`src/rtl/opr_sequencer_pkg.sv`:
```
// rtl/opr_sequencer_pkg.sv - shared types and mode stepping for the operation sequencer
package opr_sequencer_pkg;

  typedef logic [15:0] word_t;

  // Mode encodings must stay contiguous from 0 so stepping can wrap arithmetically.
  localparam int OPR_MODE_COUNT = 6;

  typedef enum logic [2:0] {
    ADD   = 3'd0,
    SUB   = 3'd1,
    AND_M = 3'd2,
    OR_M  = 3'd3,
    XOR_M = 3'd4,
    SHL   = 3'd5
  } opr_mode_t;

  typedef enum logic [1:0] {
    IDLE,
    SETTLE,
    SHOW
  } seq_state_t;

  localparam logic [2:0] MODE_LAST = 3'(OPR_MODE_COUNT - 1);

  function automatic opr_mode_t step_mode(input opr_mode_t m, input logic up);
    if (up)
      return (m == opr_mode_t'(MODE_LAST)) ? ADD : opr_mode_t'(m + 3'd1);
    else
      return (m == ADD) ? opr_mode_t'(MODE_LAST) : opr_mode_t'(m - 3'd1);
  endfunction

endpackage

```
`src/rtl/opr_sequencer_if.sv`:
```
// rtl/opr_sequencer_if.sv - sequencer to datapath connection
interface opr_sequencer_if;
  import opr_sequencer_pkg::*;

  opr_mode_t selector;
  word_t     operand;
  word_t     result_in;

  modport master (output selector, output operand, input result_in);
  modport slave  (input selector, input operand, output result_in);
endinterface

```
`src/rtl/opr_sequencer_btn_debounce.sv`:
```
// rtl/opr_sequencer_btn_debounce.sv - push-button synchronizer, debouncer and press pulse
module btn_debounce #(
  parameter int DEBOUNCE_CYCLES = 50000
) (
  input  logic clk,
  input  logic rst,
  input  logic raw,
  output logic level,
  output logic press
);
  localparam int CW = $clog2(DEBOUNCE_CYCLES + 1);

  logic [1:0]    sync;
  logic [CW-1:0] cnt;

  // A change is only accepted after the synchronized input has disagreed for a full run.
  always_ff @(posedge clk or posedge rst) begin
    if (rst) begin
      sync  <= 2'b00;
      cnt   <= '0;
      level <= 1'b0;
      press <= 1'b0;
    end else begin
      sync  <= {sync[0], raw};
      press <= 1'b0;
      if (sync[1] == level) begin
        cnt <= '0;
      end else if (cnt == CW'(DEBOUNCE_CYCLES - 1)) begin
        cnt   <= '0;
        level <= sync[1];
        press <= sync[1];
      end else begin
        cnt <= cnt + CW'(1);
      end
    end
  end
endmodule

```
`src/rtl/opr_sequencer.sv`:
```
// rtl/opr_sequencer.sv - button-driven controller for the 16-bit operation datapath
module opr_sequencer
  import opr_sequencer_pkg::*;
#(
  parameter int DEBOUNCE_CYCLES = 50000,
  parameter int SETTLE_CYCLES   = 4
) (
  input  logic                    clk,
  input  logic                    rst,
  input  logic                    btnc_raw,
  input  logic                    btnu_raw,
  input  logic                    btnd_raw,
  input  logic                    btnl_raw,
  input  logic                    btnr_raw,
  input  word_t                   sw,
  opr_sequencer_if.master         dp,
  output word_t                   led,
  output logic                    busy
);
  localparam int CNT_W = (SETTLE_CYCLES > 1) ? $clog2(SETTLE_CYCLES) : 1;

  logic [4:0] btn_level;
  logic       press_c, press_u, press_d, press_l, press_r;
  logic       p_c, p_u, p_d, p_l, p_r;

  btn_debounce #(.DEBOUNCE_CYCLES(DEBOUNCE_CYCLES)) u_btnc (.clk(clk), .rst(rst), .raw(btnc_raw), .level(btn_level[0]), .press(press_c));
  btn_debounce #(.DEBOUNCE_CYCLES(DEBOUNCE_CYCLES)) u_btnu (.clk(clk), .rst(rst), .raw(btnu_raw), .level(btn_level[1]), .press(press_u));
  btn_debounce #(.DEBOUNCE_CYCLES(DEBOUNCE_CYCLES)) u_btnd (.clk(clk), .rst(rst), .raw(btnd_raw), .level(btn_level[2]), .press(press_d));
  btn_debounce #(.DEBOUNCE_CYCLES(DEBOUNCE_CYCLES)) u_btnl (.clk(clk), .rst(rst), .raw(btnl_raw), .level(btn_level[3]), .press(press_l));
  btn_debounce #(.DEBOUNCE_CYCLES(DEBOUNCE_CYCLES)) u_btnr (.clk(clk), .rst(rst), .raw(btnr_raw), .level(btn_level[4]), .press(press_r));

  // Only the highest-priority pulse of a cycle survives: r > c > u > d > l.
  assign p_r = press_r;
  assign p_c = press_c & ~p_r;
  assign p_u = press_u & ~p_r & ~press_c;
  assign p_d = press_d & ~p_r & ~press_c & ~press_u;
  assign p_l = press_l & ~p_r & ~press_c & ~press_u & ~press_d;

  seq_state_t       state_q, state_d;
  logic [CNT_W-1:0] cnt_q, cnt_d;
  opr_mode_t        selector_q, selector_d;
  word_t            operand_q, operand_d;
  word_t            result_q, result_d;
  logic             show_q, show_d;
  word_t            led_d;
  logic             busy_d;

  assign dp.selector = selector_q;
  assign dp.operand  = operand_q;

  always_ff @(posedge clk or posedge rst) begin
    if (rst) begin
      state_q    <= IDLE;
      cnt_q      <= '0;
      selector_q <= ADD;
      operand_q  <= '0;
      result_q   <= '0;
      show_q     <= 1'b0;
      led        <= '0;
      busy       <= 1'b0;
    end else begin
      state_q    <= state_d;
      cnt_q      <= cnt_d;
      selector_q <= selector_d;
      operand_q  <= operand_d;
      result_q   <= result_d;
      show_q     <= show_d;
      led        <= led_d;
      busy       <= busy_d;
    end
  end

  always_comb begin
    state_d    = state_q;
    cnt_d      = cnt_q;
    selector_d = selector_q;
    operand_d  = operand_q;
    result_d   = result_q;
    show_d     = show_q;
    led_d      = led;
    unique case (state_q)
      IDLE: begin
        led_d = dp.result_in;
        if (p_c) begin
          operand_d = sw;
          state_d   = SETTLE;
          cnt_d     = CNT_W'(SETTLE_CYCLES - 1);
        end else if (p_u || p_d) begin
          selector_d = step_mode(selector_q, p_u);
        end
      end
      SETTLE: begin
        if (p_r) begin
          state_d = IDLE;
        end else if (cnt_q == '0) begin
          result_d = dp.result_in;
          state_d  = SHOW;
        end else begin
          cnt_d = cnt_q - CNT_W'(1);
        end
      end
      SHOW: begin
        led_d = show_q ? operand_q : result_q;
        if (p_r) begin
          result_d = '0;
          show_d   = 1'b0;
          state_d  = IDLE;
        end else if (p_c || p_u || p_d) begin
          // A mode step re-evaluates the same operand through another settle pass.
          if (p_c) operand_d = sw;
          else     selector_d = step_mode(selector_q, p_u);
          state_d = SETTLE;
          cnt_d   = CNT_W'(SETTLE_CYCLES - 1);
        end else if (p_l) begin
          show_d = ~show_q;
        end
      end
      default: state_d = IDLE;
    endcase
    busy_d = (state_d == SETTLE);
  end
endmodule

```
`src/flat_wrapper.sv`:
```
// flat-port wrapper written by rule: the top's interface ports become plain ports
module opr_sequencer_flat import opr_sequencer_pkg::*;
#(
  parameter int DEBOUNCE_CYCLES = 50000,
  parameter int SETTLE_CYCLES   = 4
)
  (clk, rst, btnc_raw, btnu_raw, btnd_raw, btnl_raw, btnr_raw, sw, led, busy, dp_selector, dp_operand, dp_result_in);
  opr_sequencer_if dp_i ();
  input  logic clk;
  input  logic rst;
  input  logic btnc_raw;
  input  logic btnu_raw;
  input  logic btnd_raw;
  input  logic btnl_raw;
  input  logic btnr_raw;
  input  word_t sw;
  output word_t led;
  output logic busy;
  output wire logic [$bits(dp_i.selector)-1:0] dp_selector;
  output wire logic [$bits(dp_i.operand)-1:0] dp_operand;
  input wire logic [$bits(dp_i.result_in)-1:0] dp_result_in;
  assign dp_selector = dp_i.selector;
  assign dp_operand = dp_i.operand;
  assign dp_i.result_in = dp_result_in;
  opr_sequencer #(.DEBOUNCE_CYCLES(DEBOUNCE_CYCLES), .SETTLE_CYCLES(SETTLE_CYCLES)) u_core (.clk(clk), .rst(rst), .btnc_raw(btnc_raw), .btnu_raw(btnu_raw), .btnd_raw(btnd_raw), .btnl_raw(btnl_raw), .btnr_raw(btnr_raw), .sw(sw), .dp(dp_i), .led(led), .busy(busy));
endmodule
```
`config.mk`:
```
export PLATFORM = sky130hd
export DESIGN_NAME = opr_sequencer_flat
export DESIGN_NICKNAME = d
export VERILOG_FILES = /design/src/rtl/opr_sequencer_pkg.sv /design/src/rtl/opr_sequencer_if.sv /design/src/rtl/opr_sequencer_btn_debounce.sv /design/src/rtl/opr_sequencer.sv /design/src/flat_wrapper.sv
export SDC_FILE = /design/constraint.sdc
export NUM_CORES = 1
export LEC_CHECK = 0
export ABC_AREA = 1
export BUFFER_PORTS_ARGS = -buffer_cell sky130_fd_sc_hd__buf_2
export CORE_AREA = 8 8 170 172
export DETAILED_ROUTE_END_ITERATION = 10
export DIE_AREA = 0 0 178 180
export MAX_ROUTING_LAYER = met4
export SYNTH_ARGS = -nofsm -noshare
export SYNTH_HDL_FRONTEND = slang
export SYNTH_SLANG_ARGS = --single-unit
export TNS_END_PERCENT = 20
```
`constraint.sdc`:
```
create_clock -name clk -period 5.1 [get_ports clk]
set_clock_uncertainty 0.15 [all_clocks]
set_input_delay 1.02 -clock clk [delete_from_list [all_inputs] [get_ports clk]]
set_output_delay 1.02 -clock clk [all_outputs]
set_load 0.01 [all_outputs]
```
==> results of run 1 <==
## worst max-delay path by stage
| stage | slack (ns) | to | start | cells past startpoint |
|---|---|---|---|---|
| after floorplan | 1.94 | u_core.busy$_DFF_PP0_ | rst | 1 |
| after global placement | 2.35 | u_core.result_q[10]$_DFFE_PP0P_ | u_core.state_q[0]$_DFF_PP0_ | 6 |
| after detailed placement | 2.24 | u_core.result_q[10]$_DFFE_PP0P_ | u_core.state_q[0]$_DFF_PP0_ | 5 |
| after CTS | 2.22 | u_core.result_q[10]$_DFFE_PP0P_ | u_core.state_q[0]$_DFF_PP0_ | 5 |
| after global routing | 1.97 | u_core.result_q[9]$_DFFE_PP0P_ | u_core.state_q[0]$_DFF_PP0_ | 6 |
| final | 2.27 | u_core.result_q[8]$_DFFE_PP0P_ | u_core.state_q[0]$_DFF_PP0_ | 6 |
## layout make-up
class | instances | area [sq um] | area share
Sequential cell | 157 | 3930 | 0.434
Tap cell | 341 | 427 | 0.0472
Clock buffer | 24 | 492 | 0.0544
Clock inverter | 6 | 109 | 0.0120
Antenna cell | 1 | 2.50 | 0.000277
Inverter | 137 | 518 | 0.0573
Timing Repair Buffer | 76 | 398 | 0.0440
Multi-Input combinational cell | 687 | 3170 | 0.351
## flip-flops by register name, summed over array words and instances (netlist names), 2 cells and up
signal and count:
u_core.led 16, u_core.u_btnr.sync 2, u_core.u_btnc.cnt 16, u_core.result_q 16, u_core.cnt_q 2, u_core.u_btnr.cnt 16, u_core.u_btnl.cnt 16, u_core.dp.selector 3
u_core.u_btnd.sync 2, u_core.dp.operand 16, u_core.u_btnu.sync 2, u_core.u_btnc.sync 2, u_core.u_btnu.cnt 16, u_core.u_btnl.sync 2, u_core.state_q 2, u_core.u_btnd.cnt 16
## kinds of logic (layout without fill, tap and decap cells)
logic type / after synthesis / count (layout)
simple gates: 517 / 517
mux: 1 / 1
xor+xnor: 22 / 22
flops: 157 / 157
fa+ha+maj: 7 / 7
compound gates: 140 / 140
buf+inv: 153 / 243
other cells: 0 / 1
## critical path, stage by stage, from the launching register on
cell and delay (ns):
sky130_fd_sc_hd__dfrtp_1 0.36, sky130_fd_sc_hd__buf_4 0.21, sky130_fd_sc_hd__inv_2 0.30, sky130_fd_sc_hd__nand2_2 0.45, sky130_fd_sc_hd__o21ai_2 0.98, sky130_fd_sc_hd__nand3_1 0.16
sky130_fd_sc_hd__o21ai_0 0.13
## cells in the final DEF (no fill, tap or decap), drive strengths merged, types with 5 or more instances in the layout
cell type | synthesis | final
buf | 10 | 76
inv | 137 | 136
clkbuf | 6 | 24
nand4 | 13 | 13
nor2 | 199 | 199
xor2 | 17 | 17
a21oi | 70 | 70
o21bai | 6 | 6
nor3 | 19 | 19
xnor2 | 5 | 5
dfrtp | 157 | 157
nor3b | 5 | 5
nand2 | 208 | 208
nand3 | 69 | 69
ha | 7 | 7
o21ai | 63 | 63
## report_power, final
part / leakage [uW] / switching, uW / internal [uW]
Sequential: 0.00196 / 15.0 / 1270
Clock: 0.000296 / 471 / 817
Combinational: 0.00197 / 63.7 / 32.1
Total: 0.00423 / 550 / 2110
## stage by stage
step                      area [sq um]  total power [uW]   util  cells
after floorplan                   7690              1350      -    997
after global placement            8440              1400  0.320   1398
after detailed placement          8440              1400  0.320   1398
after CTS                         9040              2710  0.343   1428
after global routing              9050              2770  0.343   1429
final                             9050              2660  0.343   1429
## metal layers
metal / global-route usage / share of wire
met1: 0.147 / 0.49
met2: 0.172 / 0.44
met3: 0.0281 / 0.056
met4: 0.0474 / 0.020
met5: - / 0
==> impl_metrics.toml, run 1 <==
[outcome]
run_status = "complete, no violations"

[grt]
global_route.usage.total = 0.115
grt_max_degree = 158
global_route_wire_length_before_repair_microns = 29700
grt_overflow = 0
number_of_global_route_vias_before_repair = 6256
antenna_found_initial = 1

[floorplanning]
std_cell_rows = 60
die_y_microns = 180
io_pins = 75
dieArea_sq_um = 32000
fp.coreArea_sq_um = 26400
initial_core_util = 0.292
die_w_microns = 178

[final_layout]
layout.filler_cells = 2759
layout-area-overhead-vs-synth_pct = 17.7
final_layout_size_suffix_gt1_frac = 0.115
design.final.nets = 1122

[detailed_routing]
vias_per_cell = 4.45
post_drt_wl_per_cell_microns = 12.2
drt_first_pass_iters = 7
detail-route-antenna-nets = 0
number_of_design_rule_violations_left_after_detail_routing = 0
detail_route.wirelength_microns = 17400
detailroute.via_count = 6358
drt-initial-drc-count = 443

[run]
max_cap_viol_count = 0

[yosys]
syn_nets = 1043
post-synth-top-count-cell = "sky130_fd_sc_hd__nand2_1"
synth_simple_gate_area_frac = 0.280
per_instance_average_area_after_synthesis_sq_um = 7.71
netlist_instances = 997
synth_mux_area_frac = 0.00146
synth_top_family_by_area = "simple AND/OR/NAND/NOR gates"
yosysWarnings = 0
synth.area.top_cells = "sky130_fd_sc_hd__dfrtp_1 (51%), sky130_fd_sc_hd__nand2_1 (10%), sky130_fd_sc_hd__nor2_1 (9.4%), sky130_fd_sc_hd__inv_1 (6.5%), sky130_fd_sc_hd__a21oi_1 (4.6%)"
synth_enable_flop_cells = 0
yosysSeqAreaShare = 0.511
synth_compound_area_frac = 0.0939
synth-seq-cells = 157
yosys.area_share.xor_xnor = 0.0251
postSynth.topFlopCell = "sky130_fd_sc_hd__dfrtp_1"
post_synth_fa_ha_maj_area_fraction = 0.0114
synthDistinctLibCells = 29
async_flop_share = 1.00
synth.cells.most_frequent = "sky130_fd_sc_hd__nand2_1 (204), sky130_fd_sc_hd__nor2_1 (192), sky130_fd_sc_hd__dfrtp_1 (157)"
mappedNetlistArea_sq_um = 7690
post-synth-top-area-cell = "sky130_fd_sc_hd__dfrtp_1"
yosys.area.top_type_share = 0.511

[clock_network]
clkTransAtPathRegs_ns = 0.06
tritoncts = "yes"
clock_sinks = 157
cts_buffer_depth = 2
cts_hold_repair.buffers = 0
insertion_delay_ns = 0.41
h_tree_depth_reported_by_cts = 4
cts.repair_timing.setup_buffer_count = 0
cts_root_buf = "sky130_fd_sc_hd__clkbuf_16"
cts_buffers = 17
resized_cells_post_cts = 0

[min_path]
instance_count_along_the_most_critical_hold_path = 0
hold_end = "u_core.u_btnd.sync[1]$_DFF_PP0_"
worstHoldPathType = "reg -> reg"
min-delay-start = "u_core.u_btnd.sync[0]$_DFF_PP0_"

[timing]
clock.fmax_mhz = 353
setup_viol = 0
maxSlewHeadroom = 0.298
grt_setup_unrepaired = "no"
postLayoutSetupSlackWorst_ns = 2.27
fin_setup_tns_ns = 0
fin_crit_ns = 2.83
timing.final.crit_share = 0.555
maxSlewViolCount = 0
finalHoldViolations = 0
worst_pin_slew_ns = 1.05
hold_ws_ns = 0.197

[power]
power_density_nw_per_um2 = 295
worst_voltage_drop_across_the_vdd_grid_mv = 0.230
power.leakage_uw = 0.00423

[setup_path]
start_kind = "flop"
worst_r2r_startpoint = "u_core.state_q[0]$_DFF_PP0_"
critical_path.endpoint_type = "flop"
r2r-end = "u_core.result_q[8]$_DFFE_PP0P_"
critPathArrivalTime_ns = 3.00
worst_path_required_time_ns = 5.27
reg2reg_setup_slack_ns = 2.27
criticalPathCategory = "reg -> reg"
timing.reg2reg.worst_path_depth = 6
path_max_fanout = 33

[placed_design]
placement.setup.worst_slack_ns = 2.24
hpwl_dp_microns = 12500
placement.io_buffers = 74
finalWeightedCongestion = 0.872
Note: power is estimated with default switching activity, not from simulation.
==> inputs of run 2 (changes only) <==
clock period = 2.8 ns   (was 5.1 ns; I/O delays follow)
==> run 2 against run 1 <==
Net effect: power rose by 86%; routed wire length rose by 0.40%; core utilization rose by 0.45 points; hold slack got worse by 0.16 ns; critical path depth fell by 2; global-route usage rose by 0.066 points; clock power rose by 88%.
==> impl_metrics.toml, run 2 (synthesis results as in run 1) <==
[clock_network]
resized_cells_post_cts = 0
clkTransAtPathRegs_ns = 0.06
cts_root_buf = "sky130_fd_sc_hd__clkbuf_16"
cts.repair_timing.setup_buffer_count = 0
cts_buffer_depth = 2
insertion_delay_ns = 0.42
h_tree_depth_reported_by_cts = 4
cts_hold_repair.buffers = 0
cts_buffers = 17
clock_sinks = 157
tritoncts = "yes"

[power]
sw_frac_of_total = 0.210
switchingPower_uw = 1040
power.leakage_uw = 0.00428
power_density_nw_per_um2 = 540
finalPower_uw = 4950
p_int_uw = 3910
clkPwrFrac = 0.491
seqPwrFrac = 0.472
worst_voltage_drop_across_the_vdd_grid_mv = 0.414
comb_power_share = 0.038

[grt]
number_of_global_route_vias_before_repair = 6294
grt_max_degree = 40
globalRoute.busiestLayer = "met2"
use_met2 = 0.177
antenna_found_initial = 1
gr-usage-met3 = 0.0285
grt_overflow = 0
global_route_wire_length_before_repair_microns = 29900
use_met1 = 0.144
global_route.usage.total = 0.116

[floorplanning]
die_w_microns = 178
io_pins = 75
dieArea_sq_um = 32000
die_y_microns = 180
fp.coreArea_sq_um = 26400
std_cell_rows = 60
initial_core_util = 0.292

[setup_path]
worst_path_required_time_ns = 2.90
critical_path_end = "u_core.result_q[6]$_DFFE_PP0P_"
worst_r2r_startpoint = "u_core.state_q[0]$_DFF_PP0_"
path_max_fanout = 32
criticalPathCategory = "reg -> reg"
start_kind = "flop"
worst_setup_path_startpoint = "u_core.state_q[0]$_DFF_PP0_"
critical_path.endpoint_type = "flop"
critPathArrivalTime_ns = 2.25
timing.reg2reg.worst_path_depth = 4
reg2reg_setup_slack_ns = 0.65
r2r-end = "u_core.result_q[6]$_DFFE_PP0P_"

[placed_design]
hpwl_dp_microns = 13000
placement.setup.worst_slack_ns = 0.654
placement.io_buffers = 74
finalWeightedCongestion = 0.877
place_area_sq_um = 8540

[timing]
setup_viol = 0
clock.fmax_mhz = 466
maxSlewViolCount = 0
finalHoldViolations = 0
fin_setup_tns_ns = 0
worst_pin_slew_ns = 1.06
maxSlewHeadroom = 0.293
fin_crit_ns = 2.15
grt_setup_unrepaired = "no"
timing.final.crit_share = 0.767
postLayoutSetupSlackWorst_ns = 0.653

[detailed_routing]
detail_route.wirelength_microns = 17500
number_of_design_rule_violations_left_after_detail_routing = 0
vias_per_cell = 4.43
detail-route-antenna-nets = 0
detailroute.via_count = 6386
drt_first_pass_iters = 5
drt-initial-drc-count = 459
post_drt_wl_per_cell_microns = 12.1

[outcome]
run_status = "complete, no violations"

[final_layout]
final_cell_mix = "sky130_fd_sc_hd__nand2_1 (204), sky130_fd_sc_hd__nor2_1 (191), sky130_fd_sc_hd__dfrtp_1 (157)"
final_layout_size_suffix_gt1_frac = 0.125
layout-area-overhead-vs-synth_pct = 19.2
final_common_cell = "sky130_fd_sc_hd__nand2_1"
design_area_sq_um = 9160
design.final.nets = 1131

[min_path]
worstHoldPathType = "in -> async"

[run]
max_cap_viol_count = 0
-- run 2: power by group through the flow --
stage | sequential (uW) | clock (uW) | combinational [uW]
after detailed placement | 2370 | 0 | 193
after CTS | 2330 | 2510 | 194
final | 2330 | 2430 | 187
after global placement | 2370 | 0 | 191
after global routing | 2340 | 2600 | 218
after floorplan | 2370 | 0 | 93.8
-- run 2: layout make-up --
| cell class | instances | area [sq um] |
|---|---|---|
| Sequential cell | 157 | 3930 |
| Clock inverter | 11 | 165 |
| Clock buffer | 21 | 460 |
| Antenna cell | 1 | 2.50 |
| Timing Repair Buffer | 85 | 490 |
| Tap cell | 341 | 427 |
| Multi-Input combinational cell | 687 | 3170 |
| Inverter | 137 | 518 |
| Fill cell | 2688 | 17200 |
-- run 2: how the worst min path moves through the flow --
| stage | depth (start not counted) | from | to | slack [ns] |
|---|---|---|---|---|
| global route | 2 | rst | u_core.u_btnr.cnt[12]$_DFF_PP0_ | 0.07 |
| detailed placement | 0 | u_core.u_btnc.sync[0]$_DFF_PP0_ | u_core.u_btnc.sync[1]$_DFF_PP0_ | 0.18 |
| CTS | 2 | rst | u_core.u_btnr.cnt[12]$_DFF_PP0_ | 0.05 |
| finish | 2 | rst | u_core.u_btnr.cnt[12]$_DFF_PP0_ | 0.04 |
| global placement | 0 | u_core.u_btnu.sync[0]$_DFF_PP0_ | u_core.u_btnu.sync[1]$_DFF_PP0_ | 0.18 |
| floorplan | 0 | u_core.u_btnc.sync[0]$_DFF_PP0_ | u_core.u_btnc.sync[1]$_DFF_PP0_ | 0.18 |
-- run 2: through the flow --
| stage | std cells | util | hold WS (ns) |
|---|---|---|---|
| 3_3_place_gp | 1407 | 0.324 | 0.184 |
| 5_1_grt | 1440 | 0.348 | 0.0726 |
| 3_5_place_dp | 1407 | 0.324 | 0.185 |
| 6_report | 1440 | 0.348 | 0.0378 |
| 2_1_floorplan | 997 | - | 0.181 |
| 4_1_cts | 1439 | 0.348 | 0.0545 |
-- run 2: layer usage --
metal | vias to the layer above | routed length, microns
met3 | 23 | 1040
met5 | - | 0
met2 | 127 | 7700
li1 | 3327 | -
met1 | 2909 | 8250
met4 | 0 | 463
-- run 2: worst max-delay path: stages (launching register included) --
cell	delay (ns)
sky130_fd_sc_hd__dfrtp_1	0.41
sky130_fd_sc_hd__inv_2	0.30
sky130_fd_sc_hd__nand2_2	0.10
sky130_fd_sc_hd__o21ai_2	0.83
sky130_fd_sc_hd__o21ai_0	0.20
